`config.mk`:
```
export PLATFORM = sky130hd
export DESIGN_NAME = iob_spi_fl_arbiter
export DESIGN_NICKNAME = d
export VERILOG_FILES = /design/src/rtl/iob_spi_fl_arbiter_pkg.sv /design/src/rtl/iob_spi_fl_arbiter_wdog.sv /design/src/rtl/iob_spi_fl_arbiter.sv
export SDC_FILE = /design/constraint.sdc
export NUM_CORES = 1
export LEC_CHECK = 0
export ABC_CLOCK_PERIOD_IN_PS = 2480
export BUFFER_PORTS_ARGS = -buffer_cell sky130_fd_sc_hd__buf_2
export CORE_MARGIN = 2
export CORE_UTILIZATION = 40
export CTS_CLUSTER_DIAMETER = 30
export CTS_CLUSTER_SIZE = 30
export DETAILED_ROUTE_END_ITERATION = 8
export PLACE_DENSITY = 0.73
export SLEW_MARGIN = 5
export SYNTH_ARGS = -nofsm -noshare
export SYNTH_HDL_FRONTEND = slang
export SYNTH_SLANG_ARGS = --single-unit
```
`constraint.sdc`:
```
create_clock -name clk_i -period 2.48 [get_ports clk_i]
set_input_delay 0 -clock clk_i [delete_from_list [all_inputs] [get_ports clk_i]]
set_output_delay 0 -clock clk_i [all_outputs]
set_load 0.05 [all_outputs]
```
`src/rtl/iob_spi_fl_arbiter_pkg.sv`:
```
// Shared types and constants for the SPI flash arbiter.
// Command-word field layout is kept here so cache defaults stay consistent.
package iob_spi_fl_arbiter_pkg;

    typedef enum logic [1:0] {
        ST_IDLE  = 2'd0,
        ST_ISSUE = 2'd1,
        ST_WAIT  = 2'd2,
        ST_RESP  = 2'd3
    } state_t;

    typedef enum logic {
        GRANT_SW    = 1'b0,
        GRANT_CACHE = 1'b1
    } grant_t;

    localparam int CMD_OP_LSB    = 0;
    localparam int CMD_NBITS_LSB = 8;
    localparam int CMD_DUMMY_LSB = 16;

    function automatic logic [31:0] mk_cmd(
        input logic [7:0] op,
        input logic [6:0] nbits,
        input logic [3:0] dummy
    );
        logic [31:0] w;
        w = '0;
        w[CMD_OP_LSB +: 8]    = op;
        w[CMD_NBITS_LSB +: 7] = nbits;
        w[CMD_DUMMY_LSB +: 4] = dummy;
        return w;
    endfunction

    // Fast read, 32 data bits, 8 dummy cycles.
    localparam logic [31:0] CACHE_CMD_DEF   = mk_cmd(8'h0B, 7'd32, 4'd8);
    localparam logic [31:0] CACHE_CMDTP_DEF = 32'h0000_0002;

endpackage

```
`src/rtl/iob_spi_fl_arbiter_wdog.sv`:
```
// Clear/enable saturating counter; tc_o flags the enabled cycle in which
// the count reaches all-ones (and stays high while saturated).
module iob_spi_fl_arbiter_wdog #(
    parameter int W = 16
) (
    input  logic clk_i,
    input  logic rst_i,
    input  logic clr_i,
    input  logic en_i,
    output logic tc_o
);

    localparam logic [W-1:0] MAX = '1;
    localparam logic [W-1:0] PEN = MAX - 1'b1;

    logic [W-1:0] cnt_q;
    logic [W-1:0] cnt_d;

    always_comb begin
        cnt_d = cnt_q;
        if (clr_i) begin
            cnt_d = '0;
        end else if (en_i && (cnt_q != MAX)) begin
            cnt_d = cnt_q + 1'b1;
        end
    end

    always_ff @(posedge clk_i) begin
        if (rst_i) begin
            cnt_q <= '0;
        end else begin
            cnt_q <= cnt_d;
        end
    end

    assign tc_o = en_i && ((cnt_q == PEN) || (cnt_q == MAX));

endmodule

```
`src/rtl/iob_spi_fl_arbiter.sv`:
```
// Round-robin arbiter between software and cache requesters for the single
// SPI flash controller, with a completion watchdog.
module iob_spi_fl_arbiter
    import iob_spi_fl_arbiter_pkg::*;
#(
    parameter int          ADDR_W      = 24,
    parameter int          DATA_W      = 32,
    parameter logic [31:0] CACHE_CMD   = CACHE_CMD_DEF,
    parameter logic [31:0] CACHE_CMDTP = CACHE_CMDTP_DEF,
    parameter int          TIMEOUT_W   = 16
) (
    input  logic              clk_i,
    input  logic              rst_i,
    input  logic              sw_valid_i,
    input  logic [ADDR_W-1:0] sw_address_i,
    input  logic [31:0]       sw_command_i,
    input  logic [31:0]       sw_commandtp_i,
    output logic              sw_ready_o,
    output logic [DATA_W-1:0] sw_rdata_o,
    output logic              sw_err_o,
    input  logic              cache_valid_i,
    input  logic [ADDR_W-1:0] cache_address_i,
    output logic              cache_ready_o,
    output logic [DATA_W-1:0] cache_rdata_o,
    output logic              cache_err_o,
    output logic              fl_valid_o,
    output logic [ADDR_W-1:0] fl_address_o,
    output logic [31:0]       fl_command_o,
    output logic [31:0]       fl_commandtp_o,
    input  logic [DATA_W-1:0] fl_rdata_i,
    input  logic              fl_done_i,
    output logic              fl_abort_o
);

    state_t              state_q, state_d;
    grant_t              last_q, last_d;
    grant_t              grant_q, grant_d;
    grant_t              win;
    logic [ADDR_W-1:0]   addr_q, addr_d;
    logic [31:0]         cmd_q, cmd_d;
    logic [31:0]         tp_q, tp_d;
    logic [DATA_W-1:0]   rdata_q, rdata_d;
    logic                err_q, err_d;
    logic                tc;

    iob_spi_fl_arbiter_wdog #(
        .W(TIMEOUT_W)
    ) u_wdog (
        .clk_i(clk_i),
        .rst_i(rst_i),
        .clr_i(state_q == ST_ISSUE),
        .en_i (state_q == ST_WAIT),
        .tc_o (tc)
    );

    // On a tie the requester not served last time wins.
    always_comb begin
        if (sw_valid_i && cache_valid_i) begin
            win = (last_q == GRANT_SW) ? GRANT_CACHE : GRANT_SW;
        end else if (cache_valid_i) begin
            win = GRANT_CACHE;
        end else begin
            win = GRANT_SW;
        end
    end

    always_ff @(posedge clk_i) begin
        if (rst_i) begin
            state_q <= ST_IDLE;
            last_q  <= GRANT_SW;
            grant_q <= GRANT_SW;
            addr_q  <= '0;
            cmd_q   <= '0;
            tp_q    <= '0;
            rdata_q <= '0;
            err_q   <= 1'b0;
        end else begin
            state_q <= state_d;
            last_q  <= last_d;
            grant_q <= grant_d;
            addr_q  <= addr_d;
            cmd_q   <= cmd_d;
            tp_q    <= tp_d;
            rdata_q <= rdata_d;
            err_q   <= err_d;
        end
    end

    always_comb begin
        state_d = state_q;
        last_d  = last_q;
        grant_d = grant_q;
        addr_d  = addr_q;
        cmd_d   = cmd_q;
        tp_d    = tp_q;
        rdata_d = rdata_q;
        err_d   = err_q;
        case (state_q)
            ST_IDLE: begin
                if (sw_valid_i || cache_valid_i) begin
                    grant_d = win;
                    state_d = ST_ISSUE;
                    if (win == GRANT_CACHE) begin
                        addr_d = cache_address_i;
                        cmd_d  = CACHE_CMD;
                        tp_d   = CACHE_CMDTP;
                    end else begin
                        addr_d = sw_address_i;
                        cmd_d  = sw_command_i;
                        tp_d   = sw_commandtp_i;
                    end
                end
            end
            ST_ISSUE: begin
                state_d = ST_WAIT;
            end
            ST_WAIT: begin
                if (fl_done_i) begin
                    rdata_d = fl_rdata_i;
                    err_d   = 1'b0;
                    state_d = ST_RESP;
                end else if (tc) begin
                    rdata_d = '0;
                    err_d   = 1'b1;
                    state_d = ST_RESP;
                end
            end
            ST_RESP: begin
                last_d  = grant_q;
                state_d = ST_IDLE;
            end
            default: begin
                state_d = ST_IDLE;
            end
        endcase
    end

    always_comb begin
        sw_ready_o    = 1'b0;
        sw_rdata_o    = '0;
        sw_err_o      = 1'b0;
        cache_ready_o = 1'b0;
        cache_rdata_o = '0;
        cache_err_o   = 1'b0;
        fl_valid_o    = (state_q == ST_ISSUE);
        fl_abort_o    = 1'b0;
        if (state_q == ST_RESP) begin
            fl_abort_o = err_q;
            if (grant_q == GRANT_CACHE) begin
                cache_ready_o = 1'b1;
                cache_rdata_o = rdata_q;
                cache_err_o   = err_q;
            end else begin
                sw_ready_o = 1'b1;
                sw_rdata_o = rdata_q;
                sw_err_o   = err_q;
            end
        end
    end

    assign fl_address_o   = addr_q;
    assign fl_command_o   = cmd_q;
    assign fl_commandtp_o = tp_q;

endmodule

```
==> summary.txt <==
Outcome
  – Status: finished clean

Worst setup path
  – Max incr delay on CP: 560 ps
  – Crit start category: flop
  – Worst setup path start: state_q[1]$_SDFFE_PP0P_
  – WP buf/inv: 3
  – Slowest cell on crit path: dlygate4sd3_1
  – Worst Setup Path Type: reg -> reg
  – CP Capture Point: fl_command_o[24]$_SDFFE_PP0P_
  – Family with the most delay on the worst path: buffers and inverters
  – Worst EP required: 2780 ps
  – R2R Path Start: state_q[1]$_SDFFE_PP0P_
  – R2r endpoint: fl_command_o[24]$_SDFFE_PP0P_
  – WP data arrival: 2590 ps
  – Maximum fanout along the worst path: 58
  – Crit. path cell count: 8
  – Worst r2r path cells: 8
  – CP endpoint kind: flop
  – R2R Setup Slk: about 190 ps
  – Ordered cell list for the critical path: inv_1 > ha_1 > o21ai_4 > nor2_4 > buf_12 > a22oi_1 > nor2_1 > dlygate4sd3_1

Power and ir drop
  – Internal power: 5.18 mW
  – Clock power frac: around 30%
  – Switch share: 39.7%
  – VDD IR-drop max: 0.000678 V
  – Sw Pwr: 3.41 mW
  – Logic pwr share: about 37%
  – Power per Cell Area: 909 mW/mm^2
  – Reg power frac: between 30% and 40%
  – Leak: ~4.7 nW

Clock network
  – Max Root-Sink Buffers: 2
  – CTS tree: done
  – Clk sinks: roughly 140
  – Clock-pin slew on the worst setup and hold paths: 60 ps
  – H-tree Lvls: 4
  – Skew-Pair Late Insertion Delay: ~420 ps
  – Postcts setup bufs: 0
  – CTS buffer count: 17
  – Root Driver: clkbuf_16

Detailed routing
  – Final wirelength: 19,800 microns
  – Uppermost layer routed: met4
  – Met3 wire length: approximately 1500 microns
  – WL/cell: 16.2 microns
  – Detail Route Antenna Nets: 0
  – Routed length on met2: between 9000 and 10,000 microns
  – Number of iterations in the first detailed-routing pass: 5
  – Vias per cell: 5.17
  – DR DRC count: 0
  – Vias: 6,326
  – Iter 0 DRT Violations: 346
  – Wl on met1: 7800 microns

Timing
  – Final Max Slew Viols: 0
  – Final Setup Violations: 0
  – Tmin final: 2290 ps
  – RSZ-0062 raised after global routing: false
  – Clock skew: approximately 9.5 ps
  – Fin Setup TNS: 0 ps
  – Slew margin rel.: 46.0%
  – Peak Freq: 436 MHz
  – Least-Margin Pin Slew: around 810 ps
  – Worst hold slack: ~77 ps
  – Final Hold Vio Count: 0
  – Final period util: 92.4%

Die
  – Initial Utilization: 41.1%
  – Core footprint: about 0.014 sq mm
  – Die Span X: 123 microns
  – # IOs: roughly 300
  – Die area: 0.0152 sq mm
  – # rows: 43
  – Die height: 123 microns

Min path
  – HP Class: in -> reg

GRT
  – Initial antenna violation count: 1
  – Largest net degree at the start of global routing: 88
  – Total gr overflow: 0
  – Gr usage total: 24.9%
  – First-pass GRT wire length: just under 30,000 microns
  – Vias in the first global route: 6,064

Run
  – Max-cap viol count: 0

Synthesis
  – Register area share after synthesis: 49.5%
  – Synth top area share: 49.5%
  – Post-Syn Area per Cell: 9.55 sq um
  – Post-Syn Instances: 597
  – Main synth FF type: dfxtp_1
  – Synth top area cells: dfxtp_1 (50%), a22oi_1 (7.8%), nor2_1 (6.9%)
  – Post-synth EDFFs: 0
  – Distinct cells, synth: 45
  – Largest area contributor in the netlist: dfxtp_1
  – Syn nets: 753
  – Yosys reg bits: ~140
  – Mapped Area: ~0.0057 sq mm
  – Synth async-reset ratio: 0%
  – Yosys warns: 0

Place
  – Hpwl dp: 11,200 microns
  – Routability Congestion: 0.780
  – Number of port buffers: 306

Layout
  – Most common cell after layout, fill and taps aside: buf_2
  – Most frequent cells in the layout: buf_2 (306), dlygate4sd3_1 (149), dfxtp_1 (141), nor2_1 (103), a22oi_1 (59)
  – Nets: 1,186
  – Fillers: 977
  – Synth-to-Final Area Change: 65.7%
  – Layout cells sized above 1: 34.5%
cells in the mapped netlist, types with 3 or more instances:
cell type	count
a211oi_1	27
buf_2	7
nand4_1	5
nand2_1	5
and3_1	36
nor2_1	105
and2_1	35
a22o_1	32
ha_1	7
buf_1	3
nand3_1	5
xor2_1	5
dfxtp_1	141
buf_6	4
mux2i_1	25
clkbuf_1	37
o22ai_1	6
a21oi_1	8
inv_1	6
a22oi_1	59
o21ai_1	5
or3_1	4
what timing repair did:
action                                  CTS  global route
endpoints found under the hold margin   123             0
hold buffers                            149             0
resized for setup                         0             1
endpoints found under the setup margin    0             2
cells by family after synthesis:
logic type	Yosys count	synth area share, %
DFF	141	49.5
xor gates and xnor gates	7	1.08
adders and majority gates	7	1.54
AOI/OAI and AO/OA	149	20.0
buffers and inverters	59	4.70
muxes	25	4.39
and+or+nand+nor	209	18.8
worst min-delay path by stage:
stage	start	end	slack, ps	cells past startpoint
finish	cache_valid_i	state_q[0]$_SDFFE_PP0P_	80	4
global route	sw_valid_i	grant_q$_SDFFE_PP0P_	110	4
CTS	cache_valid_i	state_q[0]$_SDFFE_PP0P_	60	4
detailed placement	fl_rdata_i[27]	rdata_q[27]$_SDFFE_PP0P_	210	2
global placement	fl_rdata_i[27]	rdata_q[27]$_SDFFE_PP0P_	210	2
floorplan	fl_done_i	err_q$_SDFFE_PP0P_	100	1
power by group through the flow:
stage / clock network [mW] / logic, mW / registers (mW)
after floorplan: 0 / 1.15 / 3.87
after global placement: 0 / 2.86 / 2.87
after detailed placement: 0 / 2.89 / 2.87
after CTS: 2.59 / 3.10 / 2.83
after global routing: 2.70 / 3.37 / 2.89
final: 2.56 / 3.18 / 2.86
cell type report:
cell class                      instances  area (sq um)  area share (%)
Antenna cell                            1          2.50          0.0265
Timing Repair Buffer                  467          3140            33.3
Inverter                                6          22.5           0.238
Sequential cell                       141          2820            29.9
Clock buffer                           20           447            4.73
Multi-Input combinational cell        397          2640            28.0
Clock inverter                         11           144            1.52
Tap cell                              180           225            2.38
metrics by stage:
step	std cells	total power [mW]	worst slack [ps]	utilization, %	instance area [sq um]
floorplan	597	5.02	503	-	5700
global placement	1042	5.72	629	53.0	7360
detailed placement	1042	5.76	567	53.0	7360
CTS	1222	8.52	118	68.0	9440
global route	1223	8.96	1.12	68.1	9450
finish	1223	8.59	188	68.1	9450
per-layer routing:
metal / vias to the layer above / track usage, %
li1: 3022 / -
met1: 2905 / 28.6
met2: 346 / 42.7
met3: 53 / 6.64
met4: 0 / 12.4
met5: - / 0
flip-flops by register name, indices dropped and copies added, names as in the netlist:
name and cells:
rdata_q 32, fl_commandtp_o 32, err_q 1, state_q 2, fl_address_o 24, u_wdog.cnt_q 16
grant_q 1, last_q 1, fl_command_o 32
tightest hold or removal path: stages:
cell      delay, ps
buf_2           140
nor3b_1          90
nor3_1          130
a211oi_1         70
Note: power is estimated with default switching activity, not from simulation.
